`config.mk`:
```
export PLATFORM = sky130hd
export DESIGN_NAME = am9513_cai_decoder_flat
export DESIGN_NICKNAME = d
export VERILOG_FILES = /design/src/rtl/am9513_cai_decoder_if.sv /design/src/rtl/am9513_cai_decoder.sv /design/src/flat_wrapper.sv
export SDC_FILE = /design/constraint.sdc
export NUM_CORES = 1
export LEC_CHECK = 0
export BUFFER_PORTS_ARGS = -buffer_cell sky130_fd_sc_hd__buf_4
export CAP_MARGIN = 20
export CORE_ASPECT_RATIO = 0.6
export CORE_MARGIN = 2
export CORE_UTILIZATION = 40
export DETAILED_ROUTE_END_ITERATION = 16
export PLACE_DENSITY = 0.85
export SYNTH_ARGS = -nofsm -noshare
export SYNTH_HDL_FRONTEND = slang
export SYNTH_SLANG_ARGS = --single-unit
```
`constraint.sdc`:
```
create_clock -name clk -period 3 [get_ports clk]
set_input_delay 0.15 -clock clk [delete_from_list [all_inputs] [get_ports clk]]
set_output_delay 0.15 -clock clk [all_outputs]
set_load 0.005 [all_outputs]
```
`src/rtl/am9513_cai_decoder_if.sv`:
```
// Submit-descriptor and micro-op buses for the CAI decode stage.
// slave = decoder side, master = producer/consumer side.
interface am9513_cai_decoder_if;
    logic        s_valid;
    logic        s_ready;
    logic [31:0] s_opcode;
    logic [31:0] s_flags;
    logic [95:0] s_opnd_flags;
    logic [7:0]  s_tag;

    logic        m_valid;
    logic        m_ready;
    logic [7:0]  m_func;
    logic [7:0]  m_fmt;
    logic [7:0]  m_src_fmt;
    logic [1:0]  m_mode;
    logic        m_res_reg_vld;
    logic [3:0]  m_res_reg;
    logic [2:0]  m_opnd_is_reg;
    logic [11:0] m_opnd_reg;
    logic [7:0]  m_tag;
    logic        m_err;
    logic [2:0]  m_err_code;

    modport slave (
        input  s_valid, s_opcode, s_flags, s_opnd_flags, s_tag, m_ready,
        output s_ready, m_valid, m_func, m_fmt, m_src_fmt, m_mode,
               m_res_reg_vld, m_res_reg, m_opnd_is_reg, m_opnd_reg,
               m_tag, m_err, m_err_code
    );

    modport master (
        output s_valid, s_opcode, s_flags, s_opnd_flags, s_tag, m_ready,
        input  s_ready, m_valid, m_func, m_fmt, m_src_fmt, m_mode,
               m_res_reg_vld, m_res_reg, m_opnd_is_reg, m_opnd_reg,
               m_tag, m_err, m_err_code
    );
endinterface

```
`src/rtl/am9513_cai_decoder.sv`:
```
// Am9513 CAI decode stage: validates a submit descriptor and registers a decoded
// micro-op (or an errored pass-through) with single-cycle latency.
module am9513_cai_decoder (
    input  logic                        clk,
    input  logic                        rst,
    am9513_cai_decoder_if.slave         bus,
    input  logic [1:0]                  cur_mode,
    input  logic                        cnt_clr,
    output logic [15:0]                 dec_cnt,
    output logic [15:0]                 err_cnt
);
    localparam logic [2:0] ERR_OK         = 3'd0;
    localparam logic [2:0] ERR_NOT_VENDOR = 3'd1;
    localparam logic [2:0] ERR_RSVD       = 3'd2;
    localparam logic [2:0] ERR_BAD_FUNC   = 3'd3;
    localparam logic [2:0] ERR_BAD_FMT    = 3'd4;
    localparam logic [2:0] ERR_BAD_MODE   = 3'd5;
    localparam logic [2:0] ERR_TIER       = 3'd6;
    localparam logic [7:0] FUNC_CONV      = 8'h10;

    logic        accept;
    logic [7:0]  func, fmt, src_fmt;
    logic        is_conv, func_legal, tier_ok;
    logic [2:0]  mode_raw;
    logic [2:0]  err_code;
    logic        res_vld;
    logic [3:0]  res_reg;
    logic [2:0]  opnd_is_reg;
    logic [11:0] opnd_reg;

    wire unused_bits = ^{bus.s_flags[31:12],
                         bus.s_opnd_flags[95:76], bus.s_opnd_flags[71:65],
                         bus.s_opnd_flags[63:44], bus.s_opnd_flags[39:33],
                         bus.s_opnd_flags[31:12], bus.s_opnd_flags[7:1]};

    assign bus.s_ready = !rst && (!bus.m_valid || bus.m_ready);
    assign accept      = bus.s_valid && bus.s_ready;

    assign func    = bus.s_opcode[7:0];
    assign fmt     = bus.s_opcode[15:8];
    assign is_conv = (func == FUNC_CONV);

    always_comb begin
        src_fmt     = 8'h00;
        res_vld     = 1'b0;
        res_reg     = 4'h0;
        mode_raw    = {1'b0, cur_mode};
        // CONV reuses the mode/result-register flag bits for the source format
        if (is_conv) begin
            src_fmt = bus.s_flags[7:0];
        end else begin
            res_vld = bus.s_flags[4];
            res_reg = bus.s_flags[11:8];
            if (bus.s_flags[0])
                mode_raw = bus.s_flags[3:1];
        end
        for (int i = 0; i < 3; i++) begin
            opnd_is_reg[i]   = bus.s_opnd_flags[32*i];
            opnd_reg[4*i+:4] = bus.s_opnd_flags[32*i] ? bus.s_opnd_flags[32*i+8+:4] : 4'h0;
        end
    end

    always_comb begin
        func_legal = ((func >= 8'h01) && (func <= 8'h0A)) ||
                     ((func >= 8'h10) && (func <= 8'h14)) ||
                     ((func >= 8'h20) && (func <= 8'h27));
        case (mode_raw)
            3'd0:    tier_ok = ((func >= 8'h01) && (func <= 8'h05)) ||
                               ((func >= 8'h10) && (func <= 8'h14)) ||
                               ((func >= 8'h20) && (func <= 8'h25));
            3'd1:    tier_ok = ((func >= 8'h01) && (func <= 8'h05)) || (func == 8'h10);
            3'd2:    tier_ok = func_legal;
            default: tier_ok = 1'b0;
        endcase

        if (!bus.s_opcode[31])                          err_code = ERR_NOT_VENDOR;
        else if (bus.s_opcode[30:16] != 15'd0)          err_code = ERR_RSVD;
        else if (!func_legal)                           err_code = ERR_BAD_FUNC;
        else if ((fmt == 8'h00) || (is_conv && (src_fmt == 8'h00)))
                                                        err_code = ERR_BAD_FMT;
        else if (mode_raw >= 3'd3)                      err_code = ERR_BAD_MODE;
        else if (!tier_ok)                              err_code = ERR_TIER;
        else                                            err_code = ERR_OK;
    end

    always_ff @(posedge clk) begin
        if (rst) begin
            bus.m_valid       <= 1'b0;
            bus.m_func        <= '0;
            bus.m_fmt         <= '0;
            bus.m_src_fmt     <= '0;
            bus.m_mode        <= '0;
            bus.m_res_reg_vld <= 1'b0;
            bus.m_res_reg     <= '0;
            bus.m_opnd_is_reg <= '0;
            bus.m_opnd_reg    <= '0;
            bus.m_tag         <= '0;
            bus.m_err         <= 1'b0;
            bus.m_err_code    <= '0;
        end else if (accept) begin
            // errored descriptors keep only func/fmt/tag so completion can report them
            bus.m_valid       <= 1'b1;
            bus.m_func        <= func;
            bus.m_fmt         <= fmt;
            bus.m_tag         <= bus.s_tag;
            bus.m_err         <= (err_code != ERR_OK);
            bus.m_err_code    <= err_code;
            bus.m_src_fmt     <= (err_code == ERR_OK) ? src_fmt       : 8'h00;
            bus.m_mode        <= (err_code == ERR_OK) ? mode_raw[1:0] : 2'd0;
            bus.m_res_reg_vld <= (err_code == ERR_OK) && res_vld;
            bus.m_res_reg     <= (err_code == ERR_OK) ? res_reg       : 4'h0;
            bus.m_opnd_is_reg <= (err_code == ERR_OK) ? opnd_is_reg   : 3'b000;
            bus.m_opnd_reg    <= (err_code == ERR_OK) ? opnd_reg      : 12'h000;
        end else if (bus.m_ready) begin
            bus.m_valid <= 1'b0;
        end
    end

    always_ff @(posedge clk) begin
        if (rst || cnt_clr) begin
            dec_cnt <= '0;
            err_cnt <= '0;
        end else if (accept) begin
            if (dec_cnt != 16'hFFFF)
                dec_cnt <= dec_cnt + 16'd1;
            if ((err_code != ERR_OK) && (err_cnt != 16'hFFFF))
                err_cnt <= err_cnt + 16'd1;
        end
    end
endmodule

```
`src/flat_wrapper.sv`:
```
// flat-port wrapper written by rule: the top's interface ports become plain ports
module am9513_cai_decoder_flat 
  (clk, rst, cur_mode, cnt_clr, dec_cnt, err_cnt, bus_s_valid, bus_s_opcode, bus_s_flags, bus_s_opnd_flags, bus_s_tag, bus_m_ready, bus_s_ready, bus_m_valid, bus_m_func, bus_m_fmt, bus_m_src_fmt, bus_m_mode, bus_m_res_reg_vld, bus_m_res_reg, bus_m_opnd_is_reg, bus_m_opnd_reg, bus_m_tag, bus_m_err, bus_m_err_code);
  am9513_cai_decoder_if bus_i ();
  input  logic clk;
  input  logic rst;
  input  logic [1:0] cur_mode;
  input  logic cnt_clr;
  output logic [15:0] dec_cnt;
  output logic [15:0] err_cnt;
  input wire logic [$bits(bus_i.s_valid)-1:0] bus_s_valid;
  input wire logic [$bits(bus_i.s_opcode)-1:0] bus_s_opcode;
  input wire logic [$bits(bus_i.s_flags)-1:0] bus_s_flags;
  input wire logic [$bits(bus_i.s_opnd_flags)-1:0] bus_s_opnd_flags;
  input wire logic [$bits(bus_i.s_tag)-1:0] bus_s_tag;
  input wire logic [$bits(bus_i.m_ready)-1:0] bus_m_ready;
  output wire logic [$bits(bus_i.s_ready)-1:0] bus_s_ready;
  output wire logic [$bits(bus_i.m_valid)-1:0] bus_m_valid;
  output wire logic [$bits(bus_i.m_func)-1:0] bus_m_func;
  output wire logic [$bits(bus_i.m_fmt)-1:0] bus_m_fmt;
  output wire logic [$bits(bus_i.m_src_fmt)-1:0] bus_m_src_fmt;
  output wire logic [$bits(bus_i.m_mode)-1:0] bus_m_mode;
  output wire logic [$bits(bus_i.m_res_reg_vld)-1:0] bus_m_res_reg_vld;
  output wire logic [$bits(bus_i.m_res_reg)-1:0] bus_m_res_reg;
  output wire logic [$bits(bus_i.m_opnd_is_reg)-1:0] bus_m_opnd_is_reg;
  output wire logic [$bits(bus_i.m_opnd_reg)-1:0] bus_m_opnd_reg;
  output wire logic [$bits(bus_i.m_tag)-1:0] bus_m_tag;
  output wire logic [$bits(bus_i.m_err)-1:0] bus_m_err;
  output wire logic [$bits(bus_i.m_err_code)-1:0] bus_m_err_code;
  assign bus_i.s_valid = bus_s_valid;
  assign bus_i.s_opcode = bus_s_opcode;
  assign bus_i.s_flags = bus_s_flags;
  assign bus_i.s_opnd_flags = bus_s_opnd_flags;
  assign bus_i.s_tag = bus_s_tag;
  assign bus_i.m_ready = bus_m_ready;
  assign bus_s_ready = bus_i.s_ready;
  assign bus_m_valid = bus_i.m_valid;
  assign bus_m_func = bus_i.m_func;
  assign bus_m_fmt = bus_i.m_fmt;
  assign bus_m_src_fmt = bus_i.m_src_fmt;
  assign bus_m_mode = bus_i.m_mode;
  assign bus_m_res_reg_vld = bus_i.m_res_reg_vld;
  assign bus_m_res_reg = bus_i.m_res_reg;
  assign bus_m_opnd_is_reg = bus_i.m_opnd_is_reg;
  assign bus_m_opnd_reg = bus_i.m_opnd_reg;
  assign bus_m_tag = bus_i.m_tag;
  assign bus_m_err = bus_i.m_err;
  assign bus_m_err_code = bus_i.m_err_code;
  am9513_cai_decoder u_core (.clk(clk), .rst(rst), .bus(bus_i), .cur_mode(cur_mode), .cnt_clr(cnt_clr), .dec_cnt(dec_cnt), .err_cnt(err_cnt));
endmodule
```
Word-level counts from Yosys, hierarchy flattened --
Cells that the tools add are included.
Word-level totals: bits in registers 91, output and inout bits 92, input bits 175
Operators by class: eq/ne operators 5, $lt $le $gt $ge 9, reduce and logical (&&, ||, !) cells 29, add/subtract/negate cells 2, multiplexer cells 22
Operators with widths (number):
- adder 16 x 1 -> 16 bit (second input constant) | 2
- != test 16 bit (second input constant) | 2
- 2-to-1 mux 3 bit | 9
- 2-to-1 mux 4 bit | 5
- less-or-equal comparator 8 x 6 -> 1 bit (second input constant) | 2
- zero test 8 bit | 2
- 2-to-1 mux 8 bit | 2
- nonzero test 15 bit | 1
- 2-to-1 mux 12 bit | 1
- logical AND 1 bit | 10
- equality test 8 x 5 -> 1 bit (second input constant) | 1
- greater-or-equal comparator 8 x 1 -> 1 bit (second input constant) | 1
- greater-or-equal comparator 8 x 5 -> 1 bit (second input constant) | 1
- greater-or-equal comparator 8 x 6 -> 1 bit (second input constant) | 1
- less-or-equal comparator 8 x 3 -> 1 bit (second input constant) | 1
- less-or-equal comparator 8 x 4 -> 1 bit (second input constant) | 1
- less-or-equal comparator 8 x 5 -> 1 bit (second input constant) | 1
- logical OR 1 bit | 8
- zero test 3 bit | 2
- AND reduction 2 bit | 2
- equality test 3 x 1 -> 1 bit (second input constant) | 1
- equality test 3 x 2 -> 1 bit (second input constant) | 1
- greater-or-equal comparator 3 x 2 -> 1 bit (second input constant) | 1
- 2-to-1 mux 1 bit | 3
- other kinds (5) | 6

Depth between registers and ports, before layout --
Gate-level depths: netlist (run 1).
depth after elaboration 14, gate-level depth with buffers 9, depth with buffers taken out 7

Least setup slack after synthesis (run 1) --
Ideal clock, no wire load.
kind input port to flip-flop, start point input port bus_s_opcode[7], end point register u_core.err_cnt[10], buffers on the path 1, arrival time 2471 ps, stages 8, data required time 2929 ps, path slack 458 ps, library setup time 71 ps, cell sequence or4b_1 > o21ai_4 > mux2i_1 > a221oi_2 > o211a_1 > buf_6 > or4_1 > a21oi_1
Between the ends: word-level cells in the longest chain between the ends 14, elaborated cells on any way between the ends 38, classes of those cells order compare: 9; eq/ne: 3; mux: 9; reduce/logical: 17
RTL lines:
- start: declaration | line flat_wrapper.sv:12 | input wire logic [$bits(bus_i.s_opcode)-1:0] bus_s_opcode;
- greater-or-equal comparator 8 x 1 -> 1 bit (tied with other cells) | line am9513_cai_decoder.sv:64, am9513_cai_decoder.sv:68, am9513_cai_decoder.sv:71
- logical AND 1 bit, on equally long branches
- logical OR 1 bit, on equally long branches | line am9513_cai_decoder.sv:64, am9513_cai_decoder.sv:68
- logical OR 1 bit, on equally long branches | line am9513_cai_decoder.sv:65, am9513_cai_decoder.sv:69
- case mux 1 bit (3 select lines) | line am9513_cai_decoder.sv:67 | case (mode_raw)
- 2-to-1 mux 3 bit | line am9513_cai_decoder.sv:82 | else if (!tier_ok) err_code = ERR_TIER;
- 2-to-1 mux 3 bit | line am9513_cai_decoder.sv:81 | else if (mode_raw >= 3'd3) err_code = ERR_BAD_MODE;
- 2-to-1 mux 3 bit | line am9513_cai_decoder.sv:79 | else if ((fmt == 8'h00) || (is_conv && (src_fmt == 8'h00)))
- 2-to-1 mux 3 bit * | line am9513_cai_decoder.sv:78 | else if (!func_legal) err_code = ERR_BAD_FUNC;
- 2-to-1 mux 3 bit * | line am9513_cai_decoder.sv:77 | else if (bus.s_opcode[30:16] != 15'd0) err_code = ERR_RSVD;
- 2-to-1 mux 3 bit * | line am9513_cai_decoder.sv:76 | if (!bus.s_opcode[31]) err_code = ERR_NOT_VENDOR;
- nonzero test 3 bit * | line am9513_cai_decoder.sv:126 | if ((err_code != ERR_OK) && (err_cnt != 16'hFFFF))
- logical AND 1 bit * | line am9513_cai_decoder.sv:126
- AND reduction 2 bit (no source line) *
- end signal: assignment | line am9513_cai_decoder.sv:127 | err_cnt <= err_cnt + 16'd1;
- end: declaration | line am9513_cai_decoder.sv:10 | output logic [15:0] err_cnt
Mark *: on every way between the ends. The rest lies on a longest branch, timed or not. A chain may end at the register's enable or synchronous reset.

Worst setup path in the final report (run 1) --
start point input port bus_s_opcode[7], end point register u_core.err_cnt[6]
The elaborated chain is that of the path after synthesis.

==> metrics.txt, run 1 <==
commonest non-fill, non-tap cells in the layout=buf_4, dfxtp_1, nand2_1, nand3_1, nor2_1; # DRC=0; Synth Area in Compound Gates=0.171; Slowest-stage cell, CP=or4b_1; core area=9320 sq um; Highest Clock Rate=415 MHz; drt wl/cell=15.8 microns; worst-case reg-to-reg path depth=8; setup_tns=0 ps; dpl ws=267 ps; max-cap violation count=0; origin of the critical flop-to-flop path=u_core.dec_cnt[7]$_SDFFE_PP0P_; Mapped Nets=618; post-synthesis xor/xnor area fraction=0.0315; Avg Cell Area, Syn=8.82 sq um; fillers=854; layout net count=785; clock sink total=91; critical path, cell by cell=buf_4, or4b_1, o21ai_4, mux2i_1, a221oi_2, o211a_1, buf_12, or4_1, a21oi_1; clk slew on worst S/H paths=60 ps; Initial Util=0.417; EDFF count, synth=0; Port Buffers=165; total CTS buffers=9; Final WS setup=589 ps; minimum clock period=2410 ps; worst-path maximum fanout=31; fin crit share=0.804; R2R Path End=u_core.dec_cnt[14]$_SDFFE_PP0P_; Req. time, crit path=3260 ps; Rows=27; area growth from synthesis to layout=44.2%; Post-Synth Adder-Cell Area=0.00644; Clock Path Buffers=2; final setup vio count=0; layout cells sized above 1=0.333; HP Start=bus_s_opcode[9]; clock skew=5.59 ps; leakage dissipation=2.42 nW; Post-Synth Simple-Gate Area=0.273; H-tree depth=3; Hold Violations, Final=0; R2R Setup Slk=770 ps; Post-CTS Resized=0; Distinct cells, synth=54; Crit Path Class=in2reg; worst min path class=in2reg; Iter 0 DRT Violations=303; global placer's final weighted congestion=0.855; initial antenna violation count=0; remaining antenna violation count=0; share of the synthesized area in the top cell type=0.468; proportion of synthesized area in mux cells=0.0161; antenna diode count=0; Final Max Slew Viols=0; top_reg_cell synth=dfxtp_1; via count=4028; Pwr Density=458 nW/um^2; worst-margin pin slew=620 ps; TritonCTS clock tree=built; Hold Path End=u_core.bus.m_fmt[1]$_SDFFE_PP0P_; post-synthesis sequential area ratio=0.468; ys async rst share=0; clock latency on the worst-skew pair=340 ps; Warnings, synthesis=0; first-pass GRT wire length=18800 microns; peak supply drop=256 uV; die width=131 microns; largest family of logic cells by synthesized area=simple AND/OR/NAND/NOR gates; Crit path largest cell delay=630 ps; global route total overflow=0; total wire length=11700 microns; Mapped Cells=441; hold depth=3; Final HPWL DP=8770 microns; Root Buffer=clkbuf_16; commonest non-fill, non-tap cell in the layout=buf_4; vias in the first global route=3742; chip height=80.4 microns; Die ar.=10600 sq um; RSZ-0062 raised after global routing=false; Setup crit end kind=flop; pin count of the biggest net entering global routing=43; TritonRoute pass-1 iters=5; via density per instance=5.42; I/O Pins=267; largest cells by area after synthesis=dfxtp_1, nand2_1, nand3_1, nor2_1, a32o_1; outcome=completed; Critical Path AT=2670 ps; Setup Buffers After CTS=0; GRT Overall Usage=0.220; CP Launch Type=input port; Rel. slew slack=0.585; Post-Syn Area=3890 sq um; Synth area leader=dfxtp_1; Yosys reg bits=91
critical path: cells and delay by family:
kind / cells / cell delay (ps)
buffers and inverters: 2 / 290
and+or+nand+nor: 2 / 1130
AOI/OAI and AO/OA: 4 / 780
muxes: 1 / 310
power breakdown:
part           total [W]  internal (W)  switching (W)
Clock            0.00105      0.000584       0.000464
Sequential       0.00125       0.00124      0.0000163
Combinational   0.000266      0.000138       0.000128
Total            0.00257       0.00196       0.000608
how the worst max path moves through the flow:
stage	to	depth (start not counted)	slack (ps)	start
floorplan	u_core.err_cnt[10]$_SDFFE_PP0P_	8	460	bus_s_opcode[7]
global placement	u_core.err_cnt[10]$_SDFFE_PP0P_	9	340	bus_s_opcode[7]
detailed placement	u_core.err_cnt[6]$_SDFFE_PP0P_	9	270	bus_s_opcode[7]
CTS	u_core.err_cnt[6]$_SDFFE_PP0P_	9	610	bus_s_opcode[7]
global route	u_core.bus.m_src_fmt[5]$_SDFFE_PP0P_	8	430	bus_s_opcode[7]
finish	u_core.err_cnt[6]$_SDFFE_PP0P_	9	590	bus_s_opcode[7]
layout make-up:
type,instances,area (sq um),area share
Inverter,7,26.3,0.00469
Multi-Input combinational cell,320,1950,0.347
Clock buffer,10,239,0.0426
Sequential cell,91,1820,0.325
Tap cell,130,163,0.0290
Timing Repair Buffer,179,1370,0.245
Clock inverter,6,40.0,0.00714
logic make-up after synthesis:
group           Yosys count
flops                    91
xor+xnor                 14
simple gates            209
mux                       6
fa+ha+maj                 2
buf+inv                  30
compound gates           89
synthesized netlist by cell type (3+ instances only):
| library cell | instances |
|---|---|
| inv_1 | 6 |
| nor2_1 | 36 |
| or4_1 | 13 |
| o21ai_0 | 8 |
| xor2_1 | 10 |
| and2_1 | 4 |
| nor3_2 | 3 |
| and3_1 | 8 |
| dfxtp_1 | 91 |
| nand3_1 | 38 |
| o31ai_1 | 13 |
| clkbuf_1 | 17 |
| a22oi_1 | 8 |
| nor3_1 | 7 |
| and4_1 | 5 |
| a22o_1 | 10 |
| nor4_1 | 10 |
| mux2i_1 | 4 |
| a21oi_1 | 20 |
| nand4_1 | 8 |
| nand2_1 | 63 |
| xnor2_1 | 4 |
| a32o_1 | 13 |
| or3_1 | 3 |
layer usage:
layer  part of all wire  vias to the layer above  GRT usage
met3              0.078                        5     0.0745
met5                  0                        -          0
li1                   -                     1964          -
met2               0.47                      144      0.366
met1               0.45                     1915      0.281
met4             0.0034                        0     0.0424
stage by stage:
stage	utilization	instance area (sq um)	hold WS [ps]	instances	total power [W]
after CTS	0.601	5610	0.755	743	0.00260
final	0.601	5610	13.2	743	0.00257
after global routing	0.601	5610	3.73	743	0.00267
after global placement	0.565	5270	338	721	0.00153
after detailed placement	0.565	5270	345	721	0.00154
after floorplan	-	3890	219	441	0.00137
repair_timing:
action / CTS / global route
setup endpoints to repair: 0 / 0
hold endpoints to repair: 6 / 0
hold buffers: 6 / 0
(Power assumes the default switching activity.)
==> inputs of run 2 (changes only) <==
--- a/config.mk
+++ b/config.mk
@@ -5,13 +5,14 @@
 export SDC_FILE = /design/constraint.sdc
 export NUM_CORES = 1
 export LEC_CHECK = 0
+export ABC_AREA = 1
 export BUFFER_PORTS_ARGS = -buffer_cell sky130_fd_sc_hd__buf_4
 export CAP_MARGIN = 20
 export CORE_ASPECT_RATIO = 0.6
 export CORE_MARGIN = 2
 export CORE_UTILIZATION = 40
 export DETAILED_ROUTE_END_ITERATION = 16
-export PLACE_DENSITY = 0.85
+export PLACE_DENSITY = 0.82
 export SYNTH_ARGS = -nofsm -noshare
 export SYNTH_HDL_FRONTEND = slang
 export SYNTH_SLANG_ARGS = --single-unit
==> constraint.sdc (replaced) <==
create_clock -name clk -period 2.3 [get_ports clk]
set_input_delay 0.115 -clock clk [delete_from_list [all_inputs] [get_ports clk]]
set_output_delay 0.115 -clock clk [all_outputs]
set_load 0.005 [all_outputs]
==> metrics.txt, run 2 <==
outcome=completed (unchanged); final setup vio count=0 (unchanged); Avg Cell Area, Syn=7.11 sq um (was 8.82 sq um); Clock Path Buffers=2 (unchanged); initial antenna violation count=0 (unchanged); Final HPWL DP=9240 microns (was 8770 microns); Final Max Slew Viols=0 (unchanged); ys async rst share=0 (unchanged); Yosys reg bits=91 (unchanged); Initial Util=0.414 (was 0.417); clk slew on worst S/H paths=60 ps (about the same); pin count of the biggest net entering global routing=63 (was 43); WHS=17.2 ps (was 13.2 ps); via density per instance=4.93 (was 5.42); worst-margin pin slew=624 ps (was 620 ps); I/O Pins=267 (unchanged); Seq. cell area=1820 sq um (unchanged); clock latency on the worst-skew pair=330 ps (was 340 ps); Setup crit end kind=flop (unchanged); Crit path largest cell delay=400 ps (was 630 ps); TritonCTS clock tree=built (unchanged); Seq pwr share=0.470 (was 0.488); GRT Overall Usage=0.214 (was 0.220); EDFF count, synth=0 (unchanged); Port Buffers=165 (unchanged); # DRC=0 (unchanged); top_reg_cell synth=dfxtp_1 (unchanged); Iter 0 DRT Violations=221 (was 303); clock sink total=91 (unchanged); Post-Syn Area=4400 sq um (was 3890 sq um); area growth from synthesis to layout=40.7% (was 44.2%); die width=139 microns (was 131 microns); Top cell by count, worst path=nand2_2; max-cap violation count=0 (unchanged); commonest non-fill, non-tap cell in the layout=buf_4 (unchanged); peak supply drop=327 uV (was 256 uV); chip height=85.3 microns (was 80.4 microns); Synth area leader=dfxtp_1 (unchanged); most common cell in the netlist=nand2_1 (was dfxtp_1); Warnings, synthesis=0 (unchanged); total wire length=12700 microns (was 11700 microns); global route total overflow=0 (unchanged); post-synthesis sequential area ratio=0.414 (was 0.468); first-pass GRT wire length=20600 microns (was 18800 microns); Multi-input gate area=2190 sq um (was 1950 sq um); Rel. slew slack=0.584 (was 0.585); Mapped Nets=796 (was 618); leakage dissipation=2.69 nW (was 2.42 nW); minimum clock period=2090 ps; Mapped Cells=619 (was 441); worst min path class=in2reg (unchanged); Root Buffer=clkbuf_16 (unchanged); TritonRoute pass-1 iters=4 (was 5); via count=4622 (was 4028); clock skew=4.11 ps (was 5.59 ps); H-tree depth=3 (unchanged); layout cells sized above 1=0.282 (was 0.333); commonest non-fill, non-tap cells in the layout=buf_4, nand2_1, dfxtp_1, inv_1, a21oi_1 (was buf_4, dfxtp_1, nand2_1, nand3_1, nor2_1); Distinct cells, synth=34 (was 54); Psw=0.000831 W (was 0.000608 W); share of the synthesized area in the top cell type=0.414 (was 0.468); Pint=0.00265 W (was 0.00196 W); Die ar.=11900 sq um (was 10600 sq um); Critical Path AT=2350 ps (was 2670 ps); clock share of power=0.419 (was 0.408); final instance area=6190 sq um (was 5610 sq um); fin crit share=0.910; Comb power frac=0.111 (was 0.104); antenna diode count=0 (unchanged); Crit Path Class=reg2reg (was in2reg); core area=10600 sq um (was 9320 sq um); Pwr Density=562 nW/um^2 (was 458 nW/um^2); setup_tns=0 ps (unchanged); layout net count=970 (was 785); RSZ-0062 raised after global routing=false (unchanged); switching share of total power=0.239 (was 0.237); Hold Violations, Final=0 (unchanged); largest cells by area after synthesis=dfxtp_1, nand2_1, a21oi_1, inv_1, nand4_1 (was dfxtp_1, nand2_1, nand3_1, nor2_1, a32o_1); vias in the first global route=4172 (was 3742); Rows=29 (was 27); remaining antenna violation count=0 (unchanged); total CTS buffers=9 (unchanged); global placer's final weighted congestion=0.859 (was 0.855); critical path, cell by cell=nand2_2, nor2_2, nand3_2, nor3_4, nand2_2, nor3_2, nand3_1, nor2_2, nand2_2, nand3_4, nand2_1, a21oi_1 (was buf_4, or4b_1, o21ai_4, mux2i_1, a221oi_2, o211a_1, buf_12, or4_1, a21oi_1); Post-DP Area=5800 sq um (was 5270 sq um); Highest Clock Rate=478 MHz; CP Launch Type=flop (was input port); Req. time, crit path=2560 ps (was 3260 ps); top cells by count, synth=nand2_1, dfxtp_1, inv_1 (was dfxtp_1, nand2_1, nand3_1); Slowest-stage cell, CP=dfxtp_1 (was or4b_1); drt wl/cell=13.6 microns (was 15.8 microns); worst-path maximum fanout=17 (was 31); fillers=1006 (was 854)
-- run 2: critical path: cells and delay by family, from the launching register on --
| kind | cells | cell delay, ps |
|---|---|---|
| DFF | 1 | 400 |
| and+or+nand+nor | 11 | 1470 |
| AOI/OAI and AO/OA | 1 | 140 |
-- run 2: power groups by stage --
stage | sequential (W) | combinational, W | clock [W]
global placement | 0.00167 | 0.000365 | 0
floorplan | 0.00167 | 0.000151 | 0
global route | 0.00164 | 0.000426 | 0.00158
finish | 0.00164 | 0.000386 | 0.00146
detailed placement | 0.00167 | 0.000371 | 0
CTS | 0.00164 | 0.000385 | 0.00149
-- run 2: layer usage --
layer  share of wire  track usage  routed length (microns)
met3           0.087       0.0632                     1110
met2            0.41        0.309                     5180
met1            0.50        0.311                     6310
met4           0.011       0.0579                      144
met5               0            0                        0
-- run 2: timing repair --
action	CTS	global route
hold endpoints to repair	10	0
hold buffers	10	0
buffers inserted	0	0
endpoints found under the setup margin	0	1
resized for setup	0	1
-- run 2: area by class of cell --
class                           instances  area share
Clock buffer                           12      0.0382
Clock inverter                          4     0.00828
Inverter                               72      0.0436
Multi-Input combinational cell        431       0.354
Sequential cell                        91       0.294
Tap cell                              139      0.0281
Timing Repair Buffer                  188       0.234
-- run 2: final timing paths --
path	start	to	slack [ps]	cells after the start
worst max-delay path	u_core.err_cnt[4]$_SDFFE_PP0P_	u_core.err_cnt[12]$_SDFFE_PP0P_	210	12
worst min-delay path	bus_s_opcode[14]	u_core.bus.m_fmt[6]$_SDFFE_PP0P_	20	3
worst max register to register	u_core.err_cnt[4]$_SDFFE_PP0P_	u_core.err_cnt[12]$_SDFFE_PP0P_	210	12
worst min register to register	u_core.bus.m_err_code[1]$_SDFFE_PP0P_	u_core.bus.m_err_code[1]$_SDFFE_PP0P_	470	2
-- run 2: kinds of logic after synthesis --
family          synth area share
xor+xnor                  0.0279
fa+ha+maj                0.00568
flops                      0.414
simple gates               0.345
buf+inv                   0.0898
compound gates             0.117
-- run 2: per-stage QoR --
step	setup slack, ps	std cells	total power (W)	utilization
after global routing	4.93	937	0.00364	0.583
after detailed placement	149	911	0.00204	0.545
after CTS	222	937	0.00351	0.582
after global placement	173	911	0.00204	0.545
final	207	937	0.00348	0.583
after floorplan	355	619	0.00182	-
==> inputs of run 3 (changes only) <==
--- a/config.mk
+++ b/config.mk
@@ -10,9 +10,9 @@
 export CAP_MARGIN = 20
 export CORE_ASPECT_RATIO = 0.6
 export CORE_MARGIN = 2
-export CORE_UTILIZATION = 40
+export CORE_UTILIZATION = 44
 export DETAILED_ROUTE_END_ITERATION = 16
-export PLACE_DENSITY = 0.82
+export PLACE_DENSITY = 0.88
 export SYNTH_ARGS = -nofsm -noshare
 export SYNTH_HDL_FRONTEND = slang
 export SYNTH_SLANG_ARGS = --single-unit
==> metrics.txt, run 3 (synthesized netlist as in run 2, its figures left out) <==
outcome=completed (unchanged); H-tree depth=3 (unchanged); die width=133 microns (was 139 microns); via count=4752 (was 4622); Req. time, crit path=2510 ps (was 2560 ps); Hold Violations, Final=0 (unchanged); max-cap violation count=0 (unchanged); Initial Util=0.449 (was 0.414); Clock Path Buffers=2 (unchanged); core area=9810 sq um (was 10600 sq um); clock sink total=91 (unchanged); R2R Path End=u_core.err_cnt[2]$_SDFFE_PP0P_ (was u_core.err_cnt[12]$_SDFFE_PP0P_); total CTS buffers=9 (unchanged); clk slew on worst S/H paths=60 ps (about the same); critical path, cell by cell=ha_1, nand3_2, nor3_4, nand2_2, nor3_2, nand3_1, nor2_2, nand2_2, buf_4, nand4_1, a21oi_1 (was nand2_2, nor2_2, nand3_2, nor3_4, nand2_2, nor3_2, nand3_1, nor2_2, nand2_2, nand3_4, nand2_1, a21oi_1); RSZ-0062 raised after global routing=false (unchanged); Rel. slew slack=0.591 (was 0.584); Critical Path AT=2310 ps (was 2350 ps); worst min path class=in2reg (unchanged); origin of the critical flop-to-flop path=u_core.err_cnt[1]$_SDFFE_PP0P_ (was u_core.err_cnt[4]$_SDFFE_PP0P_); minimum clock period=2100 ps (was 2090 ps); CP Launch Point=u_core.err_cnt[1]$_SDFFE_PP0P_ (was u_core.err_cnt[4]$_SDFFE_PP0P_); worst-path maximum fanout=12 (was 17); Crit Path Class=reg2reg (unchanged); global placer's final weighted congestion=0.860 (was 0.859); total wire length=12800 microns (was 12700 microns); setup_tns=0 ps (unchanged); Root Buffer=clkbuf_16 (unchanged); R2R Setup Slk=200 ps (was 210 ps); first-pass GRT wire length=20700 microns (was 20600 microns); Pwr Density=576 nW/um^2 (was 562 nW/um^2); TritonRoute pass-1 iters=5 (was 4); worst-case reg-to-reg path depth=11 (was 12); peak supply drop=334 uV (was 327 uV); I/O Pins=267 (unchanged); Setup crit end=u_core.err_cnt[2]$_SDFFE_PP0P_ (was u_core.err_cnt[12]$_SDFFE_PP0P_); chip height=81.5 microns (was 85.3 microns); clock latency on the worst-skew pair=330 ps (about the same); Highest Clock Rate=477 MHz (was 478 MHz); # DRC=0 (unchanged); leakage dissipation=2.71 nW (was 2.69 nW); dpl ws=76.6 ps (was 149 ps); GRT Overall Usage=0.237 (was 0.214); CP top delay family=simple AND/OR/NAND/NOR gates (unchanged); worst-margin pin slew=608 ps (was 624 ps); clock skew=8.64 ps (was 4.11 ps); Slowest-stage cell, CP=dfxtp_1 (unchanged); Iter 0 DRT Violations=325 (was 221); vias in the first global route=4241 (was 4172); TritonCTS clock tree=built (unchanged); layout cells sized above 1=0.283 (was 0.282); Crit path largest cell delay=370 ps (was 400 ps); initial antenna violation count=0 (unchanged); Final HPWL DP=9310 microns (was 9240 microns); layout net count=973 (was 970); Setup crit end kind=flop (unchanged); Final WS setup=204 ps (was 207 ps); via density per instance=5.08 (was 4.93); Rows=28 (was 29); Bufs and invs on worst path=1 (was 0); fin crit share=0.911 (was 0.910); commonest non-fill, non-tap cells in the layout=buf_4, nand2_1, dfxtp_1, inv_1, a21oi_1 (unchanged); antenna diode count=0 (unchanged); CP Launch Type=flop (unchanged); commonest non-fill, non-tap cell in the layout=buf_4 (unchanged); Die ar.=10800 sq um (was 11900 sq um); Top cell by count, worst path=nand2_2 (unchanged); WP depth=11 (was 12); final setup vio count=0 (unchanged); Port Buffers=165 (unchanged); remaining antenna violation count=0 (unchanged); area growth from synthesis to layout=41.4% (was 40.7%); Final Max Slew Viols=0 (unchanged); global route total overflow=0 (unchanged); drt wl/cell=13.7 microns (was 13.6 microns); pin count of the biggest net entering global routing=36 (was 63)
[run 3: cell count changes in the layout (fill, tap and decap cells not counted)]
cell | previous run | this run
buf_4 | 177 | 180
buf_12 | 1 | 0
bufinv_16 | 1 | 2
clkinv_2 | 1 | 0
clkinv_4 | 1 | 0
clkinvlp_4 | 1 | 2
dlygate4sd3_1 | 10 | 11
[run 3: worst min path at each step]
stage,start,endpoint,slack [ps],depth (start not counted)
2_1_floorplan,bus_s_opcode[8],u_core.bus.m_fmt[0]$_SDFFE_PP0P_,230,2
3_3_place_gp,bus_s_tag[4],u_core.bus.m_tag[4]$_SDFFE_PP0P_,320,3
3_5_place_dp,bus_s_opcode[8],u_core.bus.m_fmt[0]$_SDFFE_PP0P_,330,3
4_1_cts,bus_s_opcode[15],u_core.bus.m_fmt[7]$_SDFFE_PP0P_,10,3
5_1_grt,bus_s_opnd_flags[72],u_core.bus.m_opnd_reg[8]$_SDFFE_PP0P_,40,3
6_report,bus_s_opcode[15],u_core.bus.m_fmt[7]$_SDFFE_PP0P_,40,3
[run 3: worst register-to-register path, delay by kind of cell, from the launching register on]
kind	cells	cell delay [ps]
simple gates	8	1080
compound gates	1	80
buf+inv	1	190
fa+ha+maj	1	260
flops	1	370
[run 3: cell type report]
cell class / instances / area, sq um
clock buffer: 12 / 236
fill: 914 / 3580
clock inverter: 4 / 75.1
tap: 135 / 169
inverter: 72 / 270
multi-input combinational: 431 / 2190
timing repair buffer: 191 / 1460
sequential: 91 / 1820
[run 3: where the power goes]
group	internal [W]	switching [W]
Combinational	0.000193	0.000194
Sequential	0.00161	0.0000231
Clock	0.000954	0.000609
Total	0.00276	0.000826
[run 3: metrics by stage]
step	utilization	hold slack, ps	cells	cell area, sq um	power, W
2_1_floorplan	-	228	619	4400	0.00182
3_3_place_gp	0.591	316	909	5800	0.00203
3_5_place_dp	0.591	331	909	5800	0.00204
4_1_cts	0.634	12.5	936	6220	0.00362
5_1_grt	0.635	35.8	936	6220	0.00373
6_report	0.635	43.4	936	6220	0.00359
[run 3: per-layer routing]
metal	wire length, microns	vias up	share of wire	global-route usage
met5	0	-	0	0
met4	182	0	0.014	0.0585
met3	1220	18	0.095	0.0685
met2	5440	195	0.42	0.368
met1	5970	2148	0.47	0.329
li1	-	2391	-	-
[run 3: repair_timing]
action | CTS | global route
buffers inserted | 0 | 0
resized for setup | 0 | 1
endpoints found under the setup margin | 0 | 1
hold buffers | 11 | 0
hold endpoints to repair | 11 | 0
